<file path="src/rtl/rv32_mem_pkg.sv">
// Shared types and defaults for the RV32 instruction/data memory arbiter.
package rv32_mem_pkg;

    localparam int MEMORY_SIZE          = 32;
    localparam int STARVE_LIMIT_DEFAULT = 4;

    // Which port owns the response currently leaving the memory.
    typedef enum logic [1:0] {
        RSP_NONE  = 2'd0,
        RSP_INSTR = 2'd1,
        RSP_DATA  = 2'd2
    } rsp_src_e;

    typedef struct packed {
        logic        we;
        logic [31:0] addr;
        logic [31:0] wdata;
    } mem_req_t;

endpackage

</file>
<file path="src/rtl/rv32_mem_arbiter_if.sv">
// Core-side request/response and memory-side bus of the arbiter.
interface rv32_mem_arbiter_if #(
    parameter int AW = $clog2(rv32_mem_pkg::MEMORY_SIZE)
);
    logic          ireq_i;
    logic [31:0]   iaddr_i;
    logic          igrant_o;
    logic          ivalid_o;
    logic [31:0]   idata_o;
    logic          dreq_i;
    logic          dwe_i;
    logic [31:0]   daddr_i;
    logic [31:0]   dwdata_i;
    logic          dgrant_o;
    logic          dvalid_o;
    logic [31:0]   drdata_o;
    logic          mem_en_o;
    logic          mem_we_o;
    logic [AW-1:0] mem_addr_o;
    logic [31:0]   mem_wdata_o;
    logic [31:0]   mem_rdata_i;
    logic          err_o;
    logic [31:0]   fault_addr_o;

    // Environment side: the core requests plus the memory read data.
    modport master (
        output ireq_i, iaddr_i, dreq_i, dwe_i, daddr_i, dwdata_i, mem_rdata_i,
        input  igrant_o, ivalid_o, idata_o, dgrant_o, dvalid_o, drdata_o,
        input  mem_en_o, mem_we_o, mem_addr_o, mem_wdata_o, err_o, fault_addr_o
    );

    modport slave (
        input  ireq_i, iaddr_i, dreq_i, dwe_i, daddr_i, dwdata_i, mem_rdata_i,
        output igrant_o, ivalid_o, idata_o, dgrant_o, dvalid_o, drdata_o,
        output mem_en_o, mem_we_o, mem_addr_o, mem_wdata_o, err_o, fault_addr_o
    );
endinterface

</file>
<file path="src/rtl/rv32_mem_addr_check.sv">
// Byte-address legality check (word aligned, inside memory) and word index.
module rv32_mem_addr_check #(
    parameter int MEM_SIZE = rv32_mem_pkg::MEMORY_SIZE,
    parameter int AW       = $clog2(MEM_SIZE)
) (
    input  logic [31:0]   addr,
    output logic          legal,
    output logic [AW-1:0] word_idx
);
    // One extra bit so the byte limit cannot overflow for a full 4 GiB space.
    localparam logic [32:0] BYTE_LIMIT = 33'(MEM_SIZE) << 2;

    assign legal    = (addr[1:0] == 2'b00) && ({1'b0, addr} < BYTE_LIMIT);
    assign word_idx = addr[AW+1:2];

endmodule

</file>
<file path="src/rtl/rv32_mem_arbiter.sv">
// Arbitrates fetch and load/store onto one synchronous-read memory, data first with a fetch starvation guard.
module rv32_mem_arbiter
    import rv32_mem_pkg::*;
#(
    parameter int MEM_SIZE     = MEMORY_SIZE,
    parameter int STARVE_LIMIT = STARVE_LIMIT_DEFAULT,
    parameter int AW           = $clog2(MEM_SIZE)
) (
    input  logic              clk_i,
    input  logic              rst_i,
    rv32_mem_arbiter_if.slave bus
);
    localparam int CW     = $clog2(STARVE_LIMIT + 1);
    localparam int PORT_I = 0;
    localparam int PORT_D = 1;

    logic [31:0]   port_addr [2];
    logic [1:0]    port_legal;
    logic [AW-1:0] port_idx  [2];

    logic [CW-1:0] starve_cnt_reg, starve_cnt_next;
    rsp_src_e      rsp_src_reg, rsp_src_next;
    logic          rsp_err_reg, rsp_err_next;
    logic          rsp_store_reg, rsp_store_next;
    logic [31:0]   fault_addr_reg, fault_addr_next;

    logic          igrant;
    logic          dgrant;
    mem_req_t      sel_req;
    logic          sel_legal;
    logic [AW-1:0] sel_idx;

    assign port_addr[PORT_I] = bus.iaddr_i;
    assign port_addr[PORT_D] = bus.daddr_i;

    genvar gi;
    generate
        for (gi = 0; gi < 2; gi++) begin : g_chk
            rv32_mem_addr_check #(
                .MEM_SIZE (MEM_SIZE),
                .AW       (AW)
            ) u_chk (
                .addr     (port_addr[gi]),
                .legal    (port_legal[gi]),
                .word_idx (port_idx[gi])
            );
        end
    endgenerate

    // Fetch wins when alone or once it has been passed over STARVE_LIMIT times.
    always_comb begin
        igrant = 1'b0;
        dgrant = 1'b0;
        if (rst_i) begin
            if (bus.ireq_i && (!bus.dreq_i || starve_cnt_reg >= CW'(STARVE_LIMIT))) begin
                igrant = 1'b1;
            end else if (bus.dreq_i) begin
                dgrant = 1'b1;
            end
        end
    end

    always_comb begin
        sel_req   = '0;
        sel_legal = 1'b0;
        sel_idx   = '0;
        if (igrant) begin
            sel_req.addr = bus.iaddr_i;
            sel_legal    = port_legal[PORT_I];
            sel_idx      = port_idx[PORT_I];
        end else if (dgrant) begin
            sel_req.we    = bus.dwe_i;
            sel_req.addr  = bus.daddr_i;
            sel_req.wdata = bus.dwdata_i;
            sel_legal     = port_legal[PORT_D];
            sel_idx       = port_idx[PORT_D];
        end
    end

    always_ff @(posedge clk_i) begin
        if (!rst_i) begin
            starve_cnt_reg <= '0;
            rsp_src_reg    <= RSP_NONE;
            rsp_err_reg    <= 1'b0;
            rsp_store_reg  <= 1'b0;
            fault_addr_reg <= '0;
        end else begin
            starve_cnt_reg <= starve_cnt_next;
            rsp_src_reg    <= rsp_src_next;
            rsp_err_reg    <= rsp_err_next;
            rsp_store_reg  <= rsp_store_next;
            fault_addr_reg <= fault_addr_next;
        end
    end

    always_comb begin
        starve_cnt_next = starve_cnt_reg;
        if (!bus.ireq_i || igrant) begin
            starve_cnt_next = '0;
        end else if (dgrant && starve_cnt_reg < CW'(STARVE_LIMIT)) begin
            starve_cnt_next = starve_cnt_reg + CW'(1);
        end

        rsp_src_next = RSP_NONE;
        if (igrant) begin
            rsp_src_next = RSP_INSTR;
        end else if (dgrant) begin
            rsp_src_next = RSP_DATA;
        end

        rsp_err_next   = (igrant || dgrant) && !sel_legal;
        rsp_store_next = sel_req.we;

        // Captured at grant so it is visible alongside err_o in the response cycle.
        fault_addr_next = fault_addr_reg;
        if (rsp_err_next) begin
            fault_addr_next = sel_req.addr;
        end
    end

    always_comb begin
        bus.igrant_o     = igrant;
        bus.dgrant_o     = dgrant;
        bus.mem_en_o     = sel_legal;
        bus.mem_we_o     = sel_legal && sel_req.we;
        bus.mem_addr_o   = sel_legal ? sel_idx : '0;
        bus.mem_wdata_o  = sel_req.wdata;
        bus.ivalid_o     = 1'b0;
        bus.idata_o      = '0;
        bus.dvalid_o     = 1'b0;
        bus.drdata_o     = '0;
        bus.err_o        = 1'b0;
        bus.fault_addr_o = fault_addr_reg;

        // Gating with rst_i kills a response whose grant preceded reset.
        if (rst_i) begin
            case (rsp_src_reg)
                RSP_INSTR: begin
                    bus.ivalid_o = 1'b1;
                    bus.idata_o  = rsp_err_reg ? 32'd0 : bus.mem_rdata_i;
                    bus.err_o    = rsp_err_reg;
                end
                RSP_DATA: begin
                    bus.dvalid_o = 1'b1;
                    bus.drdata_o = (rsp_err_reg || rsp_store_reg) ? 32'd0 : bus.mem_rdata_i;
                    bus.err_o    = rsp_err_reg;
                end
                default: ;
            endcase
        end
    end

endmodule

</file>
<file path="src/flat_wrapper.sv">
// flat-port wrapper written by rule: the top's interface ports become plain ports
module rv32_mem_arbiter_flat import rv32_mem_pkg::*;
#(
    parameter int MEM_SIZE     = MEMORY_SIZE,
    parameter int STARVE_LIMIT = STARVE_LIMIT_DEFAULT,
    parameter int AW           = $clog2(MEM_SIZE)
)
  (clk_i, rst_i, bus_ireq_i, bus_iaddr_i, bus_dreq_i, bus_dwe_i, bus_daddr_i, bus_dwdata_i, bus_mem_rdata_i, bus_igrant_o, bus_ivalid_o, bus_idata_o, bus_dgrant_o, bus_dvalid_o, bus_drdata_o, bus_mem_en_o, bus_mem_we_o, bus_mem_addr_o, bus_mem_wdata_o, bus_err_o, bus_fault_addr_o);
  rv32_mem_arbiter_if #(.AW(AW)) bus_i ();
  input  logic clk_i;
  input  logic rst_i;
  input wire logic [$bits(bus_i.ireq_i)-1:0] bus_ireq_i;
  input wire logic [$bits(bus_i.iaddr_i)-1:0] bus_iaddr_i;
  input wire logic [$bits(bus_i.dreq_i)-1:0] bus_dreq_i;
  input wire logic [$bits(bus_i.dwe_i)-1:0] bus_dwe_i;
  input wire logic [$bits(bus_i.daddr_i)-1:0] bus_daddr_i;
  input wire logic [$bits(bus_i.dwdata_i)-1:0] bus_dwdata_i;
  input wire logic [$bits(bus_i.mem_rdata_i)-1:0] bus_mem_rdata_i;
  output wire logic [$bits(bus_i.igrant_o)-1:0] bus_igrant_o;
  output wire logic [$bits(bus_i.ivalid_o)-1:0] bus_ivalid_o;
  output wire logic [$bits(bus_i.idata_o)-1:0] bus_idata_o;
  output wire logic [$bits(bus_i.dgrant_o)-1:0] bus_dgrant_o;
  output wire logic [$bits(bus_i.dvalid_o)-1:0] bus_dvalid_o;
  output wire logic [$bits(bus_i.drdata_o)-1:0] bus_drdata_o;
  output wire logic [$bits(bus_i.mem_en_o)-1:0] bus_mem_en_o;
  output wire logic [$bits(bus_i.mem_we_o)-1:0] bus_mem_we_o;
  output wire logic [$bits(bus_i.mem_addr_o)-1:0] bus_mem_addr_o;
  output wire logic [$bits(bus_i.mem_wdata_o)-1:0] bus_mem_wdata_o;
  output wire logic [$bits(bus_i.err_o)-1:0] bus_err_o;
  output wire logic [$bits(bus_i.fault_addr_o)-1:0] bus_fault_addr_o;
  assign bus_i.ireq_i = bus_ireq_i;
  assign bus_i.iaddr_i = bus_iaddr_i;
  assign bus_i.dreq_i = bus_dreq_i;
  assign bus_i.dwe_i = bus_dwe_i;
  assign bus_i.daddr_i = bus_daddr_i;
  assign bus_i.dwdata_i = bus_dwdata_i;
  assign bus_i.mem_rdata_i = bus_mem_rdata_i;
  assign bus_igrant_o = bus_i.igrant_o;
  assign bus_ivalid_o = bus_i.ivalid_o;
  assign bus_idata_o = bus_i.idata_o;
  assign bus_dgrant_o = bus_i.dgrant_o;
  assign bus_dvalid_o = bus_i.dvalid_o;
  assign bus_drdata_o = bus_i.drdata_o;
  assign bus_mem_en_o = bus_i.mem_en_o;
  assign bus_mem_we_o = bus_i.mem_we_o;
  assign bus_mem_addr_o = bus_i.mem_addr_o;
  assign bus_mem_wdata_o = bus_i.mem_wdata_o;
  assign bus_err_o = bus_i.err_o;
  assign bus_fault_addr_o = bus_i.fault_addr_o;
  rv32_mem_arbiter #(.MEM_SIZE(MEM_SIZE), .STARVE_LIMIT(STARVE_LIMIT), .AW(AW)) u_core (.clk_i(clk_i), .rst_i(rst_i), .bus(bus_i));
endmodule
</file>
<file path="config.mk">
export PLATFORM = sky130hd
export DESIGN_NAME = rv32_mem_arbiter_flat
export DESIGN_NICKNAME = d
export VERILOG_FILES = /design/src/rtl/rv32_mem_pkg.sv /design/src/rtl/rv32_mem_arbiter_if.sv /design/src/rtl/rv32_mem_addr_check.sv /design/src/rtl/rv32_mem_arbiter.sv /design/src/flat_wrapper.sv
export SDC_FILE = /design/constraint.sdc
export NUM_CORES = 1
export LEC_CHECK = 0
export ABC_CLOCK_PERIOD_IN_PS = 4550
export CORE_AREA = 2 2 106 108
export CTS_BUF_LIST = sky130_fd_sc_hd__clkbuf_4 sky130_fd_sc_hd__clkbuf_8
export CTS_CLUSTER_DIAMETER = 60
export CTS_CLUSTER_SIZE = 40
export DETAILED_ROUTE_END_ITERATION = 10
export DIE_AREA = 0 0 108 110
export PLACE_DENSITY = 0.71
export SKIP_CTS_REPAIR_TIMING = 1
export SLEW_MARGIN = 5
export SYNTH_ARGS = -nofsm -noshare
export SYNTH_HDL_FRONTEND = slang
export SYNTH_SLANG_ARGS = --single-unit
</file>
<file path="constraint.sdc">
create_clock -name clk_i -period 4.55 [get_ports clk_i]
set_input_delay 0.6825 -clock clk_i [delete_from_list [all_inputs] [get_ports clk_i]]
set_output_delay 0.6825 -clock clk_i [all_outputs]
set_load 0.01 [all_outputs]
</file>
Yosys cells after proc, flatten, opt, wreduce, memory -nomap -nowiden
Index checks and enable logic that the tools add are counted.
{ "op_classes": {"n_addsub": 1, "mul": 0, "div": 0, "order_cmp": 4, "n_eq_ne": 2, "n_shift": 0, "n_mux": 28, "bitwise_logic": 1, "reduce_logical": 18} }
{ "op_table": {"columns": ["cell", "count"], "rows": [
  ["$mux W32", 8],
  ["$mux W65", 1],
  ["$lt A32 B8 Y1 const B", 2],
  ["$mux W1", 15],
  ["$mux W5", 3],
  ["$logic_and A1 B1 Y1", 6],
  ["$reduce_or A2 Y1", 3],
  ["$logic_not A2 Y1", 2],
  ["$logic_or A1 B1 Y1", 4],
  ["$add A3 B1 Y3 const B", 1],
  ["$ge A3 B3 Y1 const B", 1],
  ["$logic_not A1 Y1", 3],
  ["$lt A3 B3 Y1 const B", 1],
  ["$eq A2 B1 Y1 const B", 1],
  ["$eq A2 B2 Y1 const B", 1],
  ["$mux W2", 1],
  ["$not A1 Y1", 1]
]} }
{ "word_totals": {"reg_bits": 39, "latchBits": 0, "ram_bits": 0, "rom_bits": 0, "input_bits": 133, "output_inout_bits": 140, "elab_cells": 60, "memories": 0} }

Logic depth before layout (Yosys ltp)
Gate-level depths: netlist (run 1).
{ "depth": {"depth_word": 9, "mapped_depth": 7, "mapped_depth_nobuf": 5} }

By module
Synthesis (run 1) repeated with hierarchy kept, for this count alone.
{ "unflattened": {"hier_cells": 424, "hier_area_um2": 3301.9} }
{ "modules_own_cells": {"columns": ["module", "instances", "cells_per_inst", "area_each_um2", "seq_area_each_um2"], "rows": [
  ["rv32_mem_arbiter", 1, 394, 3099.2, 780.7],
  ["rv32_mem_addr_check", 2, 15, 101.3, 0.0]
]} }

Least setup slack after synthesis (run 1)
OpenSTA, ideal clock, no wires.
{ "synth_path": {"path_type": "input-to-output", "startpoint": "in bus_iaddr_i[27]", "endpoint": "out bus_mem_we_o", "t_arrival_ns": 1.751, "t_required_ns": 3.868, "slack_ns": 2.117, "path_stages": 5, "n_path_buf": 0, "cell_sequence": "nor4_1 -> nand4_1 -> nor4_2 -> nor2_1 -> nor2b_1"} }
{ "synth_between": {"elab_chain_cells": 4} }
{ "synth_lines": {"columns": ["element", "line", "text"], "rows": [
  ["from (decl)", "flat_wrapper.sv:13", "input wire logic [$bits(bus_i.iaddr_i)-1:0] bus_iaddr_i;"],
  ["$lt A32 B8 Y1", "rv32_mem_addr_check.sv:13", "assign legal = (addr[1:0] == 2'b00) && ({1'b0, addr} < BYTE_LIMIT);"],
  ["$logic_and A1 B1 Y1", "rv32_mem_addr_check.sv:13", null],
  ["$mux W1", "rv32_mem_arbiter.sv:67", "if (igrant) begin"],
  ["$logic_and A1 B1 Y1", "rv32_mem_arbiter.sv:125", "bus.mem_we_o = sel_legal && sel_req.we;"],
  ["to (decl)", "flat_wrapper.sv:26", "output wire logic [$bits(bus_i.mem_we_o)-1:0] bus_mem_we_o;"]
]} }
Every way passes these cells.

Worst setup path in the final report (run 1)
{ "layout_path": {"startpoint": "in bus_iaddr_i[23]", "endpoint": "out bus_mem_we_o"} }
The elaborated chain is that of the path after synthesis.

==> summary.txt, run 1 <==
Floorplanning
  – Core box area: 0.0107 mm2
  – # rows: 38
  – Die width: 108 um
  – Die area: 0.0119 mm2
  – Chip height: 110 um
  – I/O pin cnt: 273
  – Initial Utilization: 25.0%

Worst setup path
  – Worst setup SP type: input port
  – CP max FO: 7
  – Worst EP arrival: 3190 ps
  – Setup crit end kind: output port
  – Req. time, crit path: 3870 ps
  – Kind of critical path: in -> out

STA
  – Period Utilization, post-route: 85.0%
  – Setup_tns: 0 ps
  – Final setup vio count: 0
  – Final Hold Vio Count: 0
  – Final Max Tran Viols: 0
  – RSZ-0062 raised after global routing: no
  – Max Freq: 258 MHz
  – Skew final: 2.23 ps
  – Worst-margin pin slew: 1170 ps
  – Min cycle time layout: 3870 ps
  – Slew headroom: 22.3%

Logic synthesis
  – Synth Net Count: 518
  – Most numerous cell in the Yosys netlist: nor2_1
  – Asr flop ratio synth: 0%
  – Sequential area share after synthesis: 29.2%
  – Syn Area/Cell: 6.99 um2
  – Cell area after synthesis: 0.00267 mm2
  – Top_reg_cell synth: dfxtp_1
  – Most frequent cells after synthesis: nor2_1, dfxtp_1, nand2_1
  – Synth Register Bits: 39
  – Number of library cell types mapped by synthesis: 24
  – Post-synth top area share: 29.2%
  – Synth warn: 0
  – Gate count of the mapped netlist: 382
  – Synth area leader: dfxtp_1
  – Synth top area cells: dfxtp_1, nor2_1, a22oi_1
  – EDFF count, synth: 0

Power and ir drop
  – Peak supply drop: 175 uV
  – Cell Pwr Density: 173 mW/mm2
  – Leakage power total: 2.04 nW

Routing
  – Routed WL: 11.3 mm
  – ANT nets after route: 0
  – Post-DR wirelength/cell: 15.2 um
  – Iter 0 DRT Violations: 259
  – Drt pass-1 iters: 5
  – Post-route DRC: 0
  – Via count: 3,436
  – Avg Vias per Cell: 4.61

Layout
  – Max reg flops: 32
  – Layout cells sized above 1: 2.64%
  – Post-Route Utilization: 49.9%
  – Area growth syn-to-layout: 99.7%
  – Diode count: 0
  – Post-layout net count: 743

Clock tree
  – Longest Clk Path Bufs: 2
  – Root buffer cell: clkbuf_8
  – Htree depth: 2
  – Number of clock sinks: 39
  – CTS tree: done
  – TritonCTS Buffers: 5
  – Reg clk slew, reported paths: 70 ps
  – Worst-Skew Late Latency: 280 ps

Global routing
  – Gr usage total: 17.5%
  – Initial antenna violation count: 0
  – First-pass GRT wire length: 16.6 mm
  – Largest net degree at the start of global routing: 36
  – Gr ovfl total: 0
  – Vias in the first global route: 3,238

Flow run
  – Max-cap viol count: 0

Placement
  – Input/output buffers: 272
  – Detailed placement HPWL: 9.39 mm
  – RePlAce Congestion: 0.918

Min path
  – Worst hold path class: reg -> reg

Run status
  – Status: finished, final reports clean
## cells by family after synthesis
logic type,Yosys count,synth area share (%)
AO/OA/AOI/OAI,59,14.1
flip-flops,39,29.2
buffers and inverters,68,15.0
adder cells (fa/ha/maj),3,1.41
AND/OR/NAND/NOR,208,38.5
multiplexers,5,1.87
## path summary, 6_finish.rpt
kind	start	to	cells after the start	slack [ps]
worst min-delay path	u_core.starve_cnt_reg[0]	u_core.starve_cnt_reg[0]	1	430
worst min register to register	u_core.starve_cnt_reg[0]	u_core.starve_cnt_reg[0]	1	430
worst max register to register	u_core.starve_cnt_reg[2]	u_core.bus.fault_addr_o[22]	6	2580
worst max-delay path	bus_iaddr_i[23]	bus_mem_we_o	7	680
## cells in the final DEF (no fill, tap or decap), drive strengths merged
cell type,count
nand3,2
nor3,4
clkbuf,6
ha,3
and3,33
clkdlybuf4s50,272
and2,7
nor4,13
o21ai,27
dfxtp,39
mux2i,5
nand2b,34
nand2,38
nor2,73
inv,6
nand4,2
or3,1
a22oi,32
buf,8
nor2b,1
## worst max-delay path, cell delays in order
cell and delay, ps:
clkdlybuf4s50_1 440, nor4_1 380, nand4_1 220, nor4_2 430
nor2_1 280, nor2b_1 170, clkdlybuf4s50_1 570
## layer usage
metal | up-vias | GRT usage (%) | wire length (um)
li1 | 1706 | - | -
met1 | 1542 | 20.2 | 4360
met2 | 178 | 32.7 | 5780
met3 | 10 | 4.35 | 1020
met4 | 0 | 3.94 | 163
met5 | - | 0 | 0
## cell type report
class / instances / area (um2)
fillers: 1032 / 5360
repair buffers: 280 / 2780
multi-input cells: 275 / 1500
flip-flops and latches: 39 / 781
well taps: 140 / 175
clock buffers: 6 / 76.3
inverters: 6 / 22.5
## metrics by stage
stage / instances / setup slack (ps) / power, mW / cell area, um2 / hold slack [ps]
finish: 746 / 681 / 0.922 / 5330 / 434
CTS: 746 / 666 / 0.931 / 5330 / 437
detailed placement: 740 / 672 / 0.717 / 5260 / 428
floorplan: 382 / 2120 / 0.504 / 2670 / 406
global route: 746 / 523 / 0.974 / 5330 / 473
global placement: 740 / 682 / 0.712 / 5260 / 416
## power breakdown
part	switching, mW	total [mW]	internal, mW	leakage [nW]
clock network	0.106	0.214	0.108	0.0406
registers	0.0151	0.380	0.364	0.323
logic	0.123	0.329	0.205	1.68
Power figures use the tool's default switching activity.
==> run 2: changes to the inputs <==
- CAP_MARGIN: not set -> 20
==> run 2 against run 1 <==
  * Non-clock buffer count up 2
  * Design area up 0.80%
  * Highest routed layer unchanged
  * Combinational power about the same
  * Largest power group unchanged
  * Critical endpoint unchanged
  * First-iteration DRC count down 14%
  * Core utilization up 0.40 points
  * Global-route usage unchanged
  * Routed wire length up 1.1%
==> summary.txt, run 2 (synthesis results as in run 1) <==
Global routing
  – Largest net degree at the start of global routing: 36 (unchanged)
  – Gr ovfl total: 0 (unchanged)
  – Vias in the first global route: 3,238 (unchanged)
  – Initial antenna violation count: 0 (unchanged)
  – First-pass GRT wire length: 16.6 mm (unchanged)
  – Gr usage total: 17.5% (unchanged)

STA
  – Final setup vio count: 0 (unchanged)
  – Worst setup margin: 659 ps (was 681 ps)
  – Skew final: 3.13 ps (was 2.23 ps)
  – Final Max Tran Viols: 0 (unchanged)
  – Min cycle time layout: 3890 ps (was 3870 ps)
  – Setup_tns: 0 ps (unchanged)
  – Worst-margin pin slew: 841 ps (was 1170 ps)
  – Period Utilization, post-route: 85.5% (was 85.0%)
  – Final Hold Vio Count: 0 (unchanged)
  – Slew headroom: 43.9% (was 22.3%)
  – Max Freq: 257 MHz (was 258 MHz)
  – RSZ-0062 raised after global routing: no (unchanged)

Clock tree
  – Number of clock sinks: 39 (unchanged)
  – Worst-Skew Late Latency: 280 ps (about the same)
  – Root buffer cell: clkbuf_8 (unchanged)
  – Reg clk slew, reported paths: 70 ps (about the same)
  – Longest Clk Path Bufs: 2 (unchanged)
  – Htree depth: 2 (unchanged)
  – CTS tree: done (unchanged)
  – TritonCTS Buffers: 5 (unchanged)

Power and ir drop
  – Tot Pwr: 927 uW (was 922 uW)
  – Peak supply drop: 176 uV (was 175 uV)
  – Cell Pwr Density: 172 mW/mm2 (was 173 mW/mm2)
  – Leakage power total: 2.06 nW (was 2.04 nW)

Worst setup path
  – RR Startpoint: u_core.starve_cnt_reg[2] (unchanged)
  – Req. time, crit path: 3870 ps (about the same)
  – Worst setup SP type: input port (unchanged)
  – Reg2reg setup slack: 2570 ps (was 2580 ps)
  – Kind of critical path: in -> out (unchanged)
  – Worst EP arrival: 3210 ps (was 3190 ps)
  – CP Launch Point: bus_daddr_i[24] (was bus_iaddr_i[23])
  – Worst Reg-to-Reg Cells: 6 (unchanged)
  – R2R Path End: u_core.bus.fault_addr_o[22] (unchanged)
  – CP max FO: 7 (unchanged)
  – Setup crit end kind: output port (unchanged)

Layout
  – # fillers: 1,023 (was 1,032)
  – Fin cells: 748 (was 746)
  – Layout cells sized above 1: 2.96% (was 2.64%)
  – Commonest non-fill, non-tap cell in the layout: clkdlybuf4s50_1 (unchanged)
  – Max reg flops: 32 (unchanged)
  – Most frequent cells in the layout: clkdlybuf4s50_1, nor2_1, dfxtp_1 (unchanged)
  – Post-Route Utilization: 50.3% (was 49.9%)
  – Diode count: 0 (unchanged)
  – Post-layout net count: 745 (was 743)
  – Area growth syn-to-layout: 101% (was 99.7%)

Min path
  – Worst hold path class: reg -> reg (unchanged)
  – Hold Path Stages: 1 (unchanged)
  – Hold path endpoint: u_core.starve_cnt_reg[0] (unchanged)
  – Hold Path Origin: u_core.starve_cnt_reg[0] (unchanged)

Placement
  – Placed insts: 740 (unchanged)
  – Pre-CTS setup slack: 672 ps (unchanged)
  – Input/output buffers: 272 (unchanged)
  – Detailed placement HPWL: 9.39 mm (unchanged)
  – RePlAce Congestion: 0.918 (unchanged)

Routing
  – Drt pass-1 iters: 6 (was 5)
  – Via count: 3,463 (was 3,436)
  – Post-DR wirelength/cell: 15.3 um (was 15.2 um)
  – Post-route DRC: 0 (unchanged)
  – ANT nets after route: 0 (unchanged)
  – Iter 0 DRT Violations: 222 (was 259)
  – Routed WL: 11.4 mm (was 11.3 mm)
  – Avg Vias per Cell: 4.63 (was 4.61)

Floorplanning
  – Core box area: 0.0107 mm2 (unchanged)
  – Die area: 0.0119 mm2 (unchanged)
  – Chip height: 110 um (unchanged)
  – # rows: 38 (unchanged)
  – Initial Utilization: 25.0% (unchanged)
  – I/O pin cnt: 273 (unchanged)
  – Die width: 108 um (unchanged)

Run status
  – Status: finished, final reports clean (unchanged)

Flow run
  – Max-cap viol count: 0 (unchanged)
-- run 2: cell count changes in the layout (fill, tap and decap cells not counted), sizes merged --
cell	delta
buf	+2
-- run 2: where the power goes --
part	total [mW]	internal [mW]	leakage [nW]	switching (mW)
clock network	0.216	0.108	0.0406	0.108
logic	0.331	0.207	1.70	0.124
registers	0.379	0.364	0.323	0.0151
-- run 2: cell type report --
type,instances,area [um2],area share (%)
repair buffers,282,2830,52.5
multi-input cells,275,1500,27.8
flip-flops and latches,39,781,14.5
well taps,140,175,3.26
clock buffers,6,76.3,1.42
inverters,6,22.5,0.419
-- run 2: per-stage QoR --
stage / hold WS [ps] / area, um2
after floorplan: 406 / 2670
after global placement: 416 / 5260
after detailed placement: 428 / 5260
after CTS: 437 / 5330
after global routing: 473 / 5380
final: 438 / 5380
-- run 2: how the worst max path moves through the flow --
| stage | to | slack (ps) | cells after the start |
|---|---|---|---|
| 2_1_floorplan | bus_mem_we_o | 2120 | 5 |
| 3_3_place_gp | bus_mem_we_o | 680 | 7 |
| 3_5_place_dp | bus_drdata_o[21] | 670 | 6 |
| 4_1_cts | bus_drdata_o[21] | 670 | 6 |
| 5_1_grt | bus_mem_we_o | 530 | 7 |
| 6_report | bus_mem_we_o | 660 | 7 |
-- run 2: worst max-delay path, stage by stage --
cell	delay, ps
clkdlybuf4s50_1	430
nor4_1	400
nand4_1	190
nor3_1	450
nor2_1	310
nor2b_1	180
clkdlybuf4s50_1	570
-- run 2: layer usage --
layer  share of wire [%]  track usage [%]  routed length, um
met1                  39             20.2               4450
met2                  51             32.7               5780
met3                 9.0             4.35               1040
met4                 1.5             3.94                177
met5                   0                0                  0
